==> src/rtl/fifo_pkg.sv <==
// Shared FIFO helpers: width calculation and modulo-N pointer increment.
// Used by fifo_sync and other FIFO blocks in the library.
package fifo_pkg;

   // Smallest w with 2**w >= value; clog2(0) = clog2(1) = 0.
   function automatic int unsigned clog2(input int unsigned value);
      int unsigned width;
      width = 0;
      while ((64'd1 << width) < 64'(value)) begin
         width++;
      end
      return width;
   endfunction

   // Pointer advance for an arbitrary depth; wraps depth-1 -> 0 without
   // relying on power-of-two rollover.
   function automatic int unsigned ptr_inc(input int unsigned ptr,
                                           input int unsigned depth);
      return (ptr >= depth - 1) ? 0 : ptr + 1;
   endfunction

endpackage

==> src/rtl/fifo_sync_mem.sv <==
// Storage array for fifo_sync: one synchronous write port, one
// combinational read port. Contents are deliberately left unreset.
module fifo_sync_mem
   import fifo_pkg::*;
#(
   parameter int p_WIDTH    = 8,
   parameter int p_CAPACITY = 99,
   localparam int unsigned AW = (clog2(p_CAPACITY) < 1) ? 1 : clog2(p_CAPACITY)
) (
   input  logic               clk,
   input  logic               we,
   input  logic [AW-1:0]      waddr,
   input  logic [p_WIDTH-1:0] wdata,
   input  logic [AW-1:0]      raddr,
   output logic [p_WIDTH-1:0] rdata
);

   logic [p_WIDTH-1:0] mem [p_CAPACITY];

   always_ff @(posedge clk) begin
      if (we) begin
         mem[waddr] <= wdata;
      end
   end

   assign rdata = mem[raddr];

endmodule

==> src/rtl/fifo_sync.sv <==
// Single-clock FIFO of arbitrary depth with level/status flags, sticky
// overflow/underflow, and either registered or first-word-fall-through reads.
module fifo_sync
   import fifo_pkg::*;
#(
   parameter int p_WIDTH    = 8,
   parameter int p_CAPACITY = 99,
   parameter int p_FWFT     = 0,
   parameter int p_AFULL    = p_CAPACITY - 1,
   parameter int p_AEMPTY   = 1
) (
   input  logic                               clk,
   input  logic                               rst,
   input  logic                               flush,
   input  logic                               wrena,
   input  logic [p_WIDTH-1:0]                 wrdata,
   input  logic                               rdena,
   output logic [p_WIDTH-1:0]                 rddata,
   output logic                               rdvalid,
   output logic                               full,
   output logic                               empty,
   output logic                               afull,
   output logic                               aempty,
   output logic [clog2(p_CAPACITY+1)-1:0]     level,
   output logic                               ovf,
   output logic                               udf
);

   localparam int unsigned PW = (clog2(p_CAPACITY) < 1) ? 1 : clog2(p_CAPACITY);
   localparam int unsigned LW = clog2(p_CAPACITY + 1);

   logic [PW-1:0]      wr_ptr;
   logic [PW-1:0]      rd_ptr;
   logic [PW-1:0]      wr_ptr_nxt;
   logic [PW-1:0]      rd_ptr_nxt;
   logic               wr_acc;
   logic               rd_acc;
   logic [p_WIDTH-1:0] head;

   // Flags are decoded from the registered level only.
   always_comb begin
      full   = (level == LW'(p_CAPACITY));
      empty  = (level == '0);
      afull  = (level >= LW'(p_AFULL));
      aempty = (level <= LW'(p_AEMPTY));
   end

   always_comb begin
      wr_acc     = wrena & ~full  & ~flush;
      rd_acc     = rdena & ~empty & ~flush;
      wr_ptr_nxt = PW'(ptr_inc(32'(wr_ptr), p_CAPACITY));
      rd_ptr_nxt = PW'(ptr_inc(32'(rd_ptr), p_CAPACITY));
   end

   always_ff @(posedge clk or negedge rst) begin
      if (!rst) begin
         wr_ptr <= '0;
         rd_ptr <= '0;
         level  <= '0;
         ovf    <= 1'b0;
         udf    <= 1'b0;
      end else if (flush) begin
         wr_ptr <= '0;
         rd_ptr <= '0;
         level  <= '0;
         ovf    <= 1'b0;
         udf    <= 1'b0;
      end else begin
         if (wr_acc) begin
            wr_ptr <= wr_ptr_nxt;
         end
         if (rd_acc) begin
            rd_ptr <= rd_ptr_nxt;
         end
         if (wr_acc && !rd_acc) begin
            level <= level + LW'(1);
         end else if (rd_acc && !wr_acc) begin
            level <= level - LW'(1);
         end
         // A write refused for fullness flags overflow even if a read frees space this edge.
         if (wrena && full) begin
            ovf <= 1'b1;
         end
         if (rdena && empty) begin
            udf <= 1'b1;
         end
      end
   end

   fifo_sync_mem #(
      .p_WIDTH    (p_WIDTH),
      .p_CAPACITY (p_CAPACITY)
   ) u_mem (
      .clk   (clk),
      .we    (wr_acc),
      .waddr (wr_ptr),
      .wdata (wrdata),
      .raddr (rd_ptr),
      .rdata (head)
   );

   if (p_FWFT != 0) begin : g_fwft
      // Head word is shown directly; zero while empty so reset reads as 0.
      always_comb begin
         rdvalid = ~empty;
         rddata  = empty ? '0 : head;
      end
   end else begin : g_std
      logic [p_WIDTH-1:0] data_q;
      logic               valid_q;

      always_ff @(posedge clk or negedge rst) begin
         if (!rst) begin
            data_q  <= '0;
            valid_q <= 1'b0;
         end else if (flush) begin
            valid_q <= 1'b0;
         end else begin
            valid_q <= rd_acc;
            if (rd_acc) begin
               data_q <= head;
            end
         end
      end

      always_comb begin
         rdvalid = valid_q;
         rddata  = data_q;
      end
   end

endmodule

==> config.mk <==
export PLATFORM = sky130hd
export DESIGN_NAME = fifo_sync
export DESIGN_NICKNAME = d
export VERILOG_FILES = /design/src/rtl/fifo_pkg.sv /design/src/rtl/fifo_sync_mem.sv /design/src/rtl/fifo_sync.sv
export SDC_FILE = /design/constraint.sdc
export NUM_CORES = 1
export LEC_CHECK = 0
export ABC_AREA = 1
export CORE_MARGIN = 10
export CORE_UTILIZATION = 25
export DETAILED_ROUTE_END_ITERATION = 10
export DONT_BUFFER_PORTS = 1
export PLACE_DENSITY_LB_ADDON = 0.1
export SLEW_MARGIN = 15
export SYNTH_ARGS = -nofsm -noshare
export SYNTH_HDL_FRONTEND = slang
export SYNTH_SLANG_ARGS = --single-unit
==> constraint.sdc <==
create_clock -name clk -period 2.9 [get_ports clk]
set_input_delay 0.58 -clock clk [delete_from_list [all_inputs] [get_ports clk]]
set_output_delay 0.58 -clock clk [all_outputs]
set_load 0.005 [all_outputs]
[Word-level counts from Yosys, hierarchy flattened]
Memory sizes are Yosys's and may differ from the RTL's. A register that Yosys moved wholly into a read port is not among the register bits.
Index checks and enable logic that the tools add are counted.
Operators by class
  add/subtract/negate cells: 4
  muxes and demuxes: 16
  order comparisons: 4
  eq/ne operators: 1
  reduce and logical (&&, ||, !) cells: 14
  bitwise gates (word level): 7
Operators with widths (number)
  2-to-1 mux 7 bit: 9
  adder 7 x 1 -> 7 bit (second input constant): 3
  >= comparator 7 bit (second input constant): 3
  nonzero test 2 bit: 4
  == test 7 bit (second input constant): 1
  less-or-equal comparator 7 x 1 -> 1 bit (second input constant): 1
  zero test 7 bit: 1
  2-to-1 mux 1 bit: 7
  subtractor 7 x 1 -> 7 bit (second input constant): 1
  AND 1 bit: 4
  logical AND 1 bit: 4
  zero test 1 bit: 3
  NOT 1 bit: 3
  nonzero test 3 bit: 1
  AND reduction 2 bit: 1
Word-level totals
  output and inout port bits: 22
  input port bits: 13
  memory bits (writable): 792
  flip-flop bits (word level): 24
  logic and storage cells: 53
  memories: 1
Memories
  u_mem.mem: words 99, bits a word 8, rd ports 1, clocked after Yosys merged registers in 1, write ports 1, RTL line fifo_sync_mem.sv:18  | logic [p_WIDTH-1:0] mem [p_CAPACITY];

[Depth between registers and ports, before layout]
  depth in word-level cells: 9
  mapped depth: 16

[Cells and area by module]
A second synthesis with hierarchy kept.
Unflattened totals
  cells, all modules: 2988
  area, all modules: 34624.5 sq um
Modules (own cells, without submodules)
  fifo_sync_mem: cells an instance 2757, area each 32653.8 sq um, sequential area each 23782.8 sq um, instances 1
  fifo_sync: cells an instance 231, area each 1970.6 sq um, sequential area each 800.8 sq um, instances 1

[Least setup slack after synthesis]
No wires, ideal clock.
  path kind: reg-to-reg
  start: reg level[0]
  end: mem u_mem.mem[43][0] (enable)
  setup time: 0.370 ns
  stages on the path, launching flop included: 8
  buffers on the path: 1
  data arrival time: 1.890 ns
  path slack: 0.640 ns
  path through: dfrtp_1 > ha_1 > nand2_1 > o21ai_2 > nor2_2 > nand4_1 > clkbuf_1 > nor2_1
On the way
  cells in the longest elaborated chain, start to end: 6
RTL lines
  start, declared: RTL line fifo_sync.sv:24  | output logic [clog2(p_CAPACITY+1)-1:0] level,
  start signal, assigned: RTL line fifo_sync.sv:76  | level <= level + LW'(1);
  start signal, assigned: RTL line fifo_sync.sv:78  | level <= level - LW'(1);
  == test 7 bit: RTL line fifo_sync.sv:42  | full = (level == LW'(p_CAPACITY));
  NOT 1 bit: RTL line fifo_sync.sv:49  | wr_acc = wrena & ~full & ~flush;
  AND 1 bit (2 in series): RTL line fifo_sync.sv:49
  2-to-1 mux 1 bit: RTL line fifo_sync_mem.sv:21  | if (we) begin
  2-to-1 mux 1 bit (implied by the code): RTL line fifo_sync_mem.sv:22  | mem[waddr] <= wdata;
  end, declared: RTL line fifo_sync_mem.sv:18
No other way between the ends.

[Worst setup path in the final report]
  start: reg level[1]
  end: mem u_mem.mem[52][6] (enable)
The elaborated chain is that of the path after synthesis.

==> summary.txt <==
Floorplan
  – Starting Density: between 20% and 30%
  – CORE AREA: ~140000 µm²
  – Ports: 35
  – Die height: just under 400 µm
  – Die area: around 150000 µm²
  – Die Wd: slightly below 400 µm
  – Rows: 136

Synthesis
  – Combinational family with the most area after synthesis: simple AND/OR/NAND/NOR gates
  – Synth Net Count: between 3000 and 4000
  – Adder-cell share of the synthesized area: less than 1%
  – Simple-Gate Fraction of Synth Area: a little under a fifth
  – Post-synthesis register bit count: 824
  – Synth Area in Compound Gates: under 10%
  – Post-synthesis area per instance: approximately 11 µm²
  – Synthesized area: about 34000 µm²
  – Synth cell types: 37
  – Main synth FF type: edfxtp_1
  – Post-synth EDFFs: 792
  – Post-synthesis mux area share: 0%
  – Async S/R FF share, synth: between 3 and 4%
  – YS warnings: 0
  – Sequential share of the synthesized area: 71.4%
  – Synth Area in XOR/XNOR: 0.305%
  – Syn Inst Count: 3116

Finish
  – Most common cell after layout, fill and taps aside: edfxtp_1
  – Area occupied by registers: between 20000 and 25000 µm²
  – Area growth from synthesis to layout: 19.9%
  – Layout Nets: around 3300
  – Most frequent cells in the layout: 792 x edfxtp_1, 775 x nand2_1, 525 x nor2_1
  – Post-route cell area: between 40000 and 50000 µm²
  – Layout cells sized above 1: between 10 and 15%
  – Layout fillers: around 14000
  – Footprint of the multi-input gates: approximately 8500 µm²

Clocking
  – H-tree levels: 3
  – Skew-Pair Late Insertion Delay: just under 0.7 ns
  – Clock transition at path regs: ~0.06 ns
  – CTS tree: done
  – Clock tree buffer depth: 3
  – Number of clock sinks: 824
  – Root buf cell: clkbuf_16
  – CTS Buf Count: 95

Critical path
  – Critical path arrival: 3.19 ns
  – Setup CP Type: reg2reg
  – FF-to-FF End: u_mem.mem[52][6]
  – Worst-path fanout max: 9
  – Worst R2R Setup Slack: roughly 0.087 ns
  – Crit. End Element: flip-flop
  – CP Launch Type: flip-flop
  – Data required, critical path: between 3 and 4 ns
  – Path depth of the worst reg2reg path: 9
  – R2R Path Start: level[1]

Routing
  – Vias/cell: 4.53
  – DRC viols: 0
  – Total vias in the final route: ~23000
  – Total routed wirelength: roughly 120000 µm
  – DRT iter0 DRCs: approximately 2000
  – First drt pass iteration count: 5
  – DRT antenna net count: 0
  – Wirelength per Cell: 23.3 µm

Power and ir drop
  – Max rail drop VDD: roughly 0.00042 V
  – Power per Cell Area: a little over 700 nW/µm²
  – Tot Pwr: 30.0 mW
  – Leak: ~15 nW

Timing
  – RSZ-0062 raised after global routing: true
  – Post-layout min period: approximately 2.8 ns
  – Fin. Hold Viols: 0
  – Worst slew pin tran: 1.07 ns
  – Tcrit/Tclk final: 97.0%
  – Clock Skew: between 0.02 and 0.03 ns
  – Final setup fails: 0
  – Max Slew Vio Count: 0
  – Achievable Freq: between 300 and 400 MHz
  – Final hold slack: ~0.075 ns
  – Slew headroom: between 20 and 30%

Global routing
  – Total GRT Usage: about 15%
  – Largest net degree at the start of global routing: 106
  – Vias in the first global route: 23777
  – Gr ovfl total: 0
  – First-pass GRT wire length: 172000 µm
  – Initial antenna violation count: 19

Placement
  – Routability cong.: about 0.80
  – Final HPWL DP: around 66000 µm
  – IO buf count: 0
  – Placed instance area: about 38000 µm²

Worst hold path
  – Worst hold start: wrena
  – Hold Path Depth: 2
  – Hold Crit Class: in2reg
  – Hold Path Sink: ovf

Status
  – Status: finished clean

Flow run
  – MaxCap Viol Count: 0
-- synth_stat cells (all sizes together) (8+ instances only) --
master	instances	area (µm²)
edfxtp	792	23800
nand2	779	2940
nor2	532	2020
o21ai	241	1210
nand3	225	1130
inv	155	582
buf	109	559
a21oi	80	400
clkbuf	64	240
dfrtp	32	801
o211ai	32	240
o22ai	20	125
xor2	10	87.6
nand4	9	56.3
or2	9	56.3
ha	8	100
-- report_power, final --
| group | internal, mW | switching, mW |
|---|---|---|
| logic | 1.30 | 3.07 |
| clock network | 7.34 | 4.96 |
| registers | 13.1 | 0.181 |
-- per-stage QoR --
step | cells | setup slack [ns] | util, % | setup TNS, ns
final | 5141 | 0.0869 | 30.1 | 0
after global routing | 5140 | -0.00511 | 30.1 | -0.00511
after CTS | 5140 | 0.0970 | 30.1 | 0
after detailed placement | 4933 | 0.114 | 27.4 | 0
after global placement | 4933 | 0.0842 | 27.4 | 0
after floorplan | 3116 | 0.640 | - | 0
-- layout make-up --
| class | count | area share, % |
|---|---|---|
| multi-input combinational | 1959 | 20.5 |
| inverter | 160 | 1.48 |
| antenna | 1 | 0.00606 |
| clock inverter | 67 | 1.65 |
| timing repair buffer | 226 | 5.41 |
| sequential | 824 | 59.5 |
| tap | 1794 | 5.43 |
| clock buffer | 110 | 5.99 |
-- cell families after synthesis --
| kind of cell | Yosys count |
|---|---|
| compound gates | 380 |
| buf+inv | 333 |
| flops | 824 |
| xor+xnor | 12 |
| simple gates | 1559 |
| fa+ha+maj | 8 |
-- state kept, by name, indices dropped and copies added, names as in the netlist --
name	cells
u_mem.mem	792
rddata	8
level	7
rd_ptr	7
wr_ptr	7
ovf	1
rdvalid	1
udf	1
-- layer usage --
layer  GRT usage (%)  vias up  wire, µm
li1                -    10954         -
met5               0        -         0
met2            25.4      532     56200
met3            2.71      153      5640
met4            4.55        0      3510
met1            20.7    11656     54200
-- critical path: stages, from the launching register on --
cell and delay, ns:
dfrtp_1 0.47, ha_1 0.26, nand2_1 0.11, o21ai_2 0.09, nor2_2 0.30, buf_4 0.20, nand4_1 0.12, buf_4 0.23
nor2_1 0.42, buf_4 0.29
-- worst max path at each step --
stage | from | depth (start not counted) | to
finish | level[1] | 9 | u_mem.mem[52][6]
global route | rd_ptr[0] | 15 | rddata[3]
CTS | rd_ptr[0] | 11 | rddata[7]
detailed placement | rd_ptr[0] | 11 | rddata[7]
global placement | rd_ptr[0] | 11 | rddata[7]
floorplan | level[0] | 7 | u_mem.mem[43][0]
-- what timing repair did --
action / in CTS / in global routing
hold endpoints to repair: 311 / 0
hold buffers: 30 / 0
gates resized for setup: 0 / 1
setup buffers: 0 / 0
setup endpoints to repair: 0 / 2
No activity file was read; power rests on OpenSTA's default activity.
